`src/rtl/fft_frame_sched_if.sv`:
```
// RAM-port and client handshake bundle for fft_frame_sched.
// The master modport is the scheduler; the slave modport is the client/RAM side.
interface fft_frame_sched_if #(
    parameter int N_LOG2 = 6,
    parameter int DATA_W = 16
);
    logic              enable;
    logic              cap_valid;
    logic [DATA_W-1:0] cap_data;
    logic              cap_ready;
    logic              br_start;
    logic              br_done;
    logic [N_LOG2-1:0] br_addrA, br_addrB;
    logic [DATA_W-1:0] br_dinA, br_dinB;
    logic              br_weA, br_weB;
    logic [N_LOG2-1:0] cons_addr;
    logic              frame_ready;
    logic              frame_release;
    logic [N_LOG2-1:0] ram_addrA, ram_addrB;
    logic [DATA_W-1:0] ram_dinA, ram_dinB;
    logic              ram_weA, ram_weB;

    modport master (
        input  enable, cap_valid, cap_data, br_done, br_addrA, br_addrB,
               br_dinA, br_dinB, br_weA, br_weB, cons_addr, frame_release,
        output cap_ready, br_start, frame_ready, ram_addrA, ram_addrB,
               ram_dinA, ram_dinB, ram_weA, ram_weB
    );

    modport slave (
        output enable, cap_valid, cap_data, br_done, br_addrA, br_addrB,
               br_dinA, br_dinB, br_weA, br_weB, cons_addr, frame_release,
        input  cap_ready, br_start, frame_ready, ram_addrA, ram_addrB,
               ram_dinA, ram_dinB, ram_weA, ram_weB
    );
endinterface

```
`src/rtl/fft_frame_sched.sv`:
```
// Frame sequencer / dual-port RAM arbiter: capture -> bit-reverse -> consumer handoff.
// Optional FFT_OVERRUN_CNT_EN adds a saturating back-pressure overrun counter.
module fft_frame_sched #(
    parameter int N_LOG2 = 6,
    parameter int DATA_W = 16
) (
    input  logic                clk_i,
    input  logic                rst_ni,
    fft_frame_sched_if.master   bus,
`ifdef FFT_OVERRUN_CNT_EN
    output logic [15:0]         overrun_cnt_o,
`endif
    output logic [1:0]          state_o
);
    typedef enum logic [1:0] {IDLE = 2'd0, CAPTURE = 2'd1, REORDER = 2'd2, HANDOFF = 2'd3} state_t;

    state_t            state_q, state_d;
    logic [N_LOG2-1:0] wcnt_q, wcnt_d;
    logic              first_q, first_d;
    logic              cap_ready_w;

    always_ff @(posedge clk_i or negedge rst_ni) begin
        if (!rst_ni) begin
            state_q <= IDLE;
            wcnt_q  <= '0;
            first_q <= 1'b0;
        end else begin
            state_q <= state_d;
            wcnt_q  <= wcnt_d;
            first_q <= first_d;
        end
    end

    always_comb begin
        state_d = state_q;
        wcnt_d  = wcnt_q;
        first_d = 1'b0;
        case (state_q)
            IDLE: if (bus.enable) begin
                state_d = CAPTURE;
                wcnt_d  = '0;
            end
            CAPTURE: if (bus.cap_valid) begin
                wcnt_d = wcnt_q + 1'b1;
                if (&wcnt_q) begin
                    state_d = REORDER;
                    first_d = 1'b1;
                end
            end
            // first_q masks a stale done from the previous pass in the start cycle
            REORDER: if (!first_q && bus.br_done) state_d = HANDOFF;
            HANDOFF: if (bus.frame_release) begin
                wcnt_d  = '0;
                state_d = bus.enable ? CAPTURE : IDLE;
            end
            default: state_d = IDLE;
        endcase
    end

    assign cap_ready_w     = (state_q == CAPTURE);
    assign bus.cap_ready   = cap_ready_w;
    assign bus.br_start    = (state_q == REORDER) && first_q;
    assign bus.frame_ready = (state_q == HANDOFF);
    assign state_o         = state_q;

    always_comb begin
        bus.ram_addrA = '0;
        bus.ram_addrB = '0;
        bus.ram_dinA  = '0;
        bus.ram_dinB  = '0;
        bus.ram_weA   = 1'b0;
        bus.ram_weB   = 1'b0;
        case (state_q)
            CAPTURE: begin
                bus.ram_addrA = wcnt_q;
                bus.ram_dinA  = bus.cap_data;
                bus.ram_weA   = bus.cap_valid;
            end
            REORDER: begin
                bus.ram_addrA = bus.br_addrA;
                bus.ram_addrB = bus.br_addrB;
                bus.ram_dinA  = bus.br_dinA;
                bus.ram_dinB  = bus.br_dinB;
                bus.ram_weA   = bus.br_weA;
                bus.ram_weB   = bus.br_weB;
            end
            HANDOFF: bus.ram_addrB = bus.cons_addr;
            default: ;
        endcase
    end

`ifdef FFT_OVERRUN_CNT_EN
    logic [15:0] ovr_q, ovr_d;

    always_comb begin
        ovr_d = ovr_q;
        if (state_q == IDLE && state_d == CAPTURE)
            ovr_d = '0;
        else if (state_q != IDLE && bus.cap_valid && !cap_ready_w && ovr_q != 16'hFFFF)
            ovr_d = ovr_q + 16'd1;
    end

    always_ff @(posedge clk_i or negedge rst_ni) begin
        if (!rst_ni) ovr_q <= '0;
        else         ovr_q <= ovr_d;
    end

    assign overrun_cnt_o = ovr_q;
`endif
endmodule

```
`src/flat_wrapper.sv`:
```
// flat-port wrapper written by rule: the top's interface ports become plain ports
module fft_frame_sched_flat 
#(
    parameter int N_LOG2 = 6,
    parameter int DATA_W = 16
)
  (clk_i, rst_ni, state_o, bus_enable, bus_cap_valid, bus_cap_data, bus_br_done, bus_br_addrA, bus_br_addrB, bus_br_dinA, bus_br_dinB, bus_br_weA, bus_br_weB, bus_cons_addr, bus_frame_release, bus_cap_ready, bus_br_start, bus_frame_ready, bus_ram_addrA, bus_ram_addrB, bus_ram_dinA, bus_ram_dinB, bus_ram_weA, bus_ram_weB);
  fft_frame_sched_if #(.N_LOG2(N_LOG2), .DATA_W(DATA_W)) bus_i ();
  input  logic clk_i;
  input  logic rst_ni;
  output logic [1:0] state_o;
  input wire logic [$bits(bus_i.enable)-1:0] bus_enable;
  input wire logic [$bits(bus_i.cap_valid)-1:0] bus_cap_valid;
  input wire logic [$bits(bus_i.cap_data)-1:0] bus_cap_data;
  input wire logic [$bits(bus_i.br_done)-1:0] bus_br_done;
  input wire logic [$bits(bus_i.br_addrA)-1:0] bus_br_addrA;
  input wire logic [$bits(bus_i.br_addrB)-1:0] bus_br_addrB;
  input wire logic [$bits(bus_i.br_dinA)-1:0] bus_br_dinA;
  input wire logic [$bits(bus_i.br_dinB)-1:0] bus_br_dinB;
  input wire logic [$bits(bus_i.br_weA)-1:0] bus_br_weA;
  input wire logic [$bits(bus_i.br_weB)-1:0] bus_br_weB;
  input wire logic [$bits(bus_i.cons_addr)-1:0] bus_cons_addr;
  input wire logic [$bits(bus_i.frame_release)-1:0] bus_frame_release;
  output wire logic [$bits(bus_i.cap_ready)-1:0] bus_cap_ready;
  output wire logic [$bits(bus_i.br_start)-1:0] bus_br_start;
  output wire logic [$bits(bus_i.frame_ready)-1:0] bus_frame_ready;
  output wire logic [$bits(bus_i.ram_addrA)-1:0] bus_ram_addrA;
  output wire logic [$bits(bus_i.ram_addrB)-1:0] bus_ram_addrB;
  output wire logic [$bits(bus_i.ram_dinA)-1:0] bus_ram_dinA;
  output wire logic [$bits(bus_i.ram_dinB)-1:0] bus_ram_dinB;
  output wire logic [$bits(bus_i.ram_weA)-1:0] bus_ram_weA;
  output wire logic [$bits(bus_i.ram_weB)-1:0] bus_ram_weB;
  assign bus_i.enable = bus_enable;
  assign bus_i.cap_valid = bus_cap_valid;
  assign bus_i.cap_data = bus_cap_data;
  assign bus_i.br_done = bus_br_done;
  assign bus_i.br_addrA = bus_br_addrA;
  assign bus_i.br_addrB = bus_br_addrB;
  assign bus_i.br_dinA = bus_br_dinA;
  assign bus_i.br_dinB = bus_br_dinB;
  assign bus_i.br_weA = bus_br_weA;
  assign bus_i.br_weB = bus_br_weB;
  assign bus_i.cons_addr = bus_cons_addr;
  assign bus_i.frame_release = bus_frame_release;
  assign bus_cap_ready = bus_i.cap_ready;
  assign bus_br_start = bus_i.br_start;
  assign bus_frame_ready = bus_i.frame_ready;
  assign bus_ram_addrA = bus_i.ram_addrA;
  assign bus_ram_addrB = bus_i.ram_addrB;
  assign bus_ram_dinA = bus_i.ram_dinA;
  assign bus_ram_dinB = bus_i.ram_dinB;
  assign bus_ram_weA = bus_i.ram_weA;
  assign bus_ram_weB = bus_i.ram_weB;
  fft_frame_sched #(.N_LOG2(N_LOG2), .DATA_W(DATA_W)) u_core (.clk_i(clk_i), .rst_ni(rst_ni), .bus(bus_i), .state_o(state_o));
endmodule
```
`config.mk`:
```
export PLATFORM = sky130hd
export DESIGN_NAME = fft_frame_sched_flat
export DESIGN_NICKNAME = d
export VERILOG_FILES = /design/src/rtl/fft_frame_sched_if.sv /design/src/rtl/fft_frame_sched.sv /design/src/flat_wrapper.sv
export SDC_FILE = /design/constraint.sdc
export NUM_CORES = 1
export LEC_CHECK = 0
export CORE_AREA = 4 4 70 66
export CTS_CLUSTER_SIZE = 20
export DETAILED_ROUTE_END_ITERATION = 10
export DIE_AREA = 0 0 74 70
export GPL_TIMING_DRIVEN = 1
export PLACE_DENSITY = 0.91
export SKIP_LAST_GASP = 1
export SLEW_MARGIN = 20
export SYNTH_ARGS = -nofsm -noshare
export SYNTH_HDL_FRONTEND = slang
export SYNTH_SLANG_ARGS = --single-unit
export TNS_END_PERCENT = 20
```
`constraint.sdc`:
```
create_clock -name clk_i -period 4.55 [get_ports clk_i]
set_input_delay 0.91 -clock clk_i [delete_from_list [all_inputs] [get_ports clk_i]]
set_output_delay 0.91 -clock clk_i [all_outputs]
set_load 0.01 [all_outputs]
```
# Word level (Yosys, flattened, before mapping)
# Cells that the tools add are included.
[totals]
register_bits = 9
input_bits = 74
output_inout_bits = 51
wordCells = 40
[op_classes]
add_sub_neg = 1
n_eq_ne = 8
mux = 20
reduce_logical = 8
[ops]
columns = ["op", "n"]
rows = [
  ["16-bit one-hot mux with 2 select lines", 1],
  ["6-bit one-hot mux with 2 select lines", 2],
  ["6-bit 2-to-1 mux", 3],
  ["6-bit one-hot mux with 3 select lines", 1],
  ["16-bit 2-to-1 mux", 1],
  ["2-bit 2-to-1 mux", 5],
  ["2-bit one-hot mux with 4 select lines", 1],
  ["6-bit by 1-bit adder with 6-bit output (second input constant)", 1],
  ["2-bit inequality test (second input constant)", 3],
  ["6-bit AND reduction", 1],
  ["1-bit 2-to-1 mux", 5],
  ["5-bit AND reduction", 1],
  ["2-bit == test (second input constant)", 2],
  ["2-bit by 1-bit inequality test with 1-bit output (second input constant)", 2],
  ["4-bit AND reduction", 1],
  ["3-bit nonzero test", 1],
  ["2-bit by 1-bit == test with 1-bit output (second input constant)", 1],
  ["1-bit logical AND", 2],
  ["2-bit logical NOT", 1],
  ["1-bit one-hot mux with 2 select lines", 1],
  ["1-bit logical NOT", 1],
]

# Longest topological paths before layout
[logic_depth]
word_depth = 4
depth_mapped = 7
ltp_nobuf = 6

# Worst setup path after synthesis
# OpenSTA, ideal clock, no wires.
[synth_timing]
path_kind = "reg2out"
startpoint = "reg u_core.state_q[1] (netlist: u_core.state_o[1])"
endpoint = "out bus_ram_addrA[4]"
t_arrival_ns = 1.632
required_ns = 3.640
path_slack_ns = 2.008
path_stages_with_launch = 7
n_path_buf = 2
cell_sequence = "dfrtp_1 > inv_1 > ha_1 > buf_2 > buf_2 > nand2_1 > a21boi_0"
[synth_via]
elab_chain_cells = 2
word_cells_on_any_way = 3
classes_between = "eq/ne: 2; mux: 1"
[synth_rtl]
columns = ["element", "line_no", "rtl"]
rows = [
  ["start, declared", "fft_frame_sched.sv:17", "state_t state_q, state_d;"],
  ["start signal, assigned", "fft_frame_sched.sv:28", "state_q <= state_d;"],
  ["2-bit by 1-bit == test with 1-bit output", "n/a", ""],
  ["named net bus_cap_ready", "flat_wrapper.sv:24", "output wire logic [$bits(bus_i.cap_ready)-1:0] bus_cap_ready;"],
  ["6-bit one-hot mux with 2 select lines", "fft_frame_sched.sv:73", "case (state_q)"],
  ["end, declared", "flat_wrapper.sv:27", "output wire logic [$bits(bus_i.ram_addrA)-1:0] bus_ram_addrA;"],
]
# The timed path passes the listed nets, and every way through them passes these cells.

# Worst setup path after layout
[layout_timing]
startpoint = "reg u_core.state_q[0] (netlist: u_core.state_o[0])"
endpoint = "out bus_ram_addrA[4]"
[layout_via]
elab_chain_cells = 2
word_cells_on_any_way = 3
classes_between = "eq/ne: 2; mux: 1"
[layout_rtl]
columns = ["element", "line_no"]
rows = [
  ["2-bit == test or 2-bit by 1-bit == test with 1-bit output (tied branches)", "fft_frame_sched.sv:73"],
  ["6-bit one-hot mux with 2 select lines (*)", "fft_frame_sched.sv:73"],
]
# Every way passes the cells marked *; elsewhere a longest branch is shown, timed or not.

==> impl_metrics.tcl <==
set metrics [dict create \
    critical_path_peak_fanout 28 \
    synthSimpleGateAreaFrac 0.337 \
    synth_most_common_cell "nor2b_1" \
    numClockSinks 9 \
    post-route-min-period_ns 3.53 \
    drtIter0Drc 41 \
    place_area_um2 2400 \
    cts_hold_buf 0 \
    clockPowerShare 0.072 \
    synth_area_um2 1140 \
    syn_inst 142 \
    arrival_ns 2.62 \
    synth_compound_area_frac 0.316 \
    worstSetupEndpointType "primary output" \
    clock_latency_ns 0.23 \
    min_from "u_core.wcnt_q[4]$_DFFE_PN0P_" \
    tns_ns 0 \
    dr.pass1.iters 4 \
    pwr-share-seq 0.096 \
    yosys_most_used_dff "dfrtp_1" \
    dieWidth_um 74 \
    vias 1490 \
    h-tree-depth 1 \
    grt_setup_unrepaired "no" \
    synthTopCellsByArea "dfrtp_1, a22oi_1, nor2b_1, and2_1, ha_1" \
    ys_types 31 \
    area_growth_pct 115 \
    relSlewSlack 0.465 \
    critPathKind "reg2out" \
    cts_tree "built" \
    yosys_register_bits 9 \
    p_switching_mw 0.530 \
    grt-ovfl-total 0 \
    synthTopCellsByCount "nor2b_1, a22oi_1, and2_1" \
    antenna_found_initial 0 \
    tightest_slew_ns 0.802 \
    drv_cap 0 \
    ioPinCount 125 \
    swShare 0.419 \
    routed_wl_mm 5.04 \
    r2r_start "u_core.state_o[0]$_DFFE_PN0P_" \
    multi_input_area_um2 831 \
    grt_max_degree 29 \
    ant_nets 0 \
    p_comb_frac 0.831 \
    cts_made_buffers 3 \
    regArea_um2 225 \
    report.final.slew_viol_count 0 \
    die_area_um2 5180 \
    synth.top_cell.area_share 0.198 \
    final-setup-viol-count 0 \
    cts_setup_buffers 0 \
    required_ns 3.64 \
    ys_async_sr_fraction 1.00 \
    internal_power_mw 0.733 \
    synth_xor_area_frac 0 \
    clock_path_buffers 2 \
    post_cts_resized 0 \
    post-route-period-util 0.776 \
    outcome "finished, final reports clean" \
    synth-edff-count 0 \
    fin_skew_ns 0.00280 \
    grt.total_usage 0.187 \
    cp-startpoint "u_core.state_o[0]$_DFFE_PN0P_" \
    layout-drive-gt1-share 0.0728 \
    hold_viol_final 0 \
    dp_hpwl_mm 4.16 \
    startpoint_type "flip-flop" \
    drc 0 \
    fmax_mhz 283 \
    fill_cells 347 \
    synth-adder-area-share 0.0659 \
    r2r_slack_ns 2.13 \
    synth_largest_area_cell "dfrtp_1" \
    vdd_drop_max_mv 0.250 \
    num_rows 22 \
    power_density_nw_per_um2 517 \
    wl_per_cell_um 16.3 \
    synth_seq_area_share 0.198 \
    design_area_um2 2440 \
    clk_transition_reported_paths_ns 0.05 \
    syn_nets 222 \
    synth_top_family_by_area "simple AND/OR/NAND/NOR gates" \
    diodes 0 \
    start_util 0.289 \
    grt_first_pass_wirelength_mm 7.76 \
    ys.warnings.count 0 \
    core_um2 3940 \
    leakage_nw 0.941 \
    die_h_um 70 \
    viasPerCell 4.82 \
    min_path_type "reg2reg" \
    yosys-mux-area-fraction 0.00989 \
    avgSynthCellArea_um2 8.02 \
    grt_pass1_vias 1569 \
    cts-root-buf "clkbuf_8" \
    gp_congestion 0.804 \
    final_nets 342 \
    numPortBuffers 124 \
]
cell type report:
class                   instances  share of cell area
multi-input cells             116               0.340
clock buffers                   4              0.0184
flip-flops and latches          9              0.0922
well taps                      48              0.0246
repair buffers                127               0.517
inverters                       5             0.00768
sequential cells by signal, summed over array words and instances, names as in the netlist:
| register | flops |
|---|---|
| u_core.first_q | 1 |
| u_core.wcnt_q | 6 |
| u_core.state_o | 2 |
power by group through the flow:
stage	Combinational (mW)	Sequential (mW)	Clock (mW)
5_1_grt	1.14	0.126	0.0988
3_3_place_gp	1.04	0.122	0
6_report	1.05	0.122	0.0914
2_1_floorplan	0.575	0.122	0
3_5_place_dp	1.06	0.123	0
4_1_cts	1.07	0.121	0.0941
critical path: stages, from the launching register on:
cell,delay (ns)
dfrtp_1,0.40
inv_1,0.16
ha_1,0.70
buf_4,0.33
nand2_1,0.06
a21boi_0,0.17
clkdlybuf4s50_1,0.56
per-layer routing:
| layer | GRT usage | part of all wire | up-vias |
|---|---|---|---|
| met3 | 0.0432 | 0.091 | 6 |
| met1 | 0.207 | 0.38 | 672 |
| met5 | 0 | 0 | - |
| li1 | - | - | 745 |
| met2 | 0.352 | 0.52 | 67 |
| met4 | 0.0382 | 0.013 | 0 |
per-stage QoR:
step                       util  cells  worst slack, ns  power, mW  hold WS, ns
final                     0.621    309             1.02       1.26        0.541
after global routing      0.621    309            0.771       1.36        0.571
after CTS                 0.621    309            0.983       1.28        0.545
after detailed placement  0.609    305             1.22       1.19        0.535
after global placement    0.609    305             1.33       1.17        0.523
after floorplan               -    142             2.01      0.697        0.493
kinds of logic (layout without fill, tap and decap cells):
logic type | after synthesis | in the layout
simple gates | 67 | 67
compound gates | 42 | 42
buf+inv | 17 | 136
flops | 9 | 9
fa+ha+maj | 6 | 6
mux | 1 | 1
final timing paths:
path	to	depth (start not counted)
min	u_core.wcnt_q[4]$_DFFE_PN0P_	2
max in group asynchronous	u_core.first_q$_DFF_PN0_	1
max reg2reg	u_core.wcnt_q[2]$_DFFE_PN0P_	6
min in group asynchronous	u_core.state_o[1]$_DFFE_PN0P_	1
min reg2reg	u_core.wcnt_q[4]$_DFFE_PN0P_	2
max	bus_ram_addrA[4]	6
cell usage in the layout (no fill, tap or decap), types with 4 or more instances in the layout:
master / netlist / routed
dfrtp_1: 9 / 9
ha_1: 6 / 6
a22o_2: 6 / 6
nor2b_1: 21 / 21
and2_1: 18 / 18
inv_1: 5 / 5
a21boi_0: 4 / 4
clkdlybuf4s50_1: 0 / 124
a22oi_1: 19 / 19
nand2_1: 16 / 16
No activity file was read; power rests on OpenSTA's default activity.
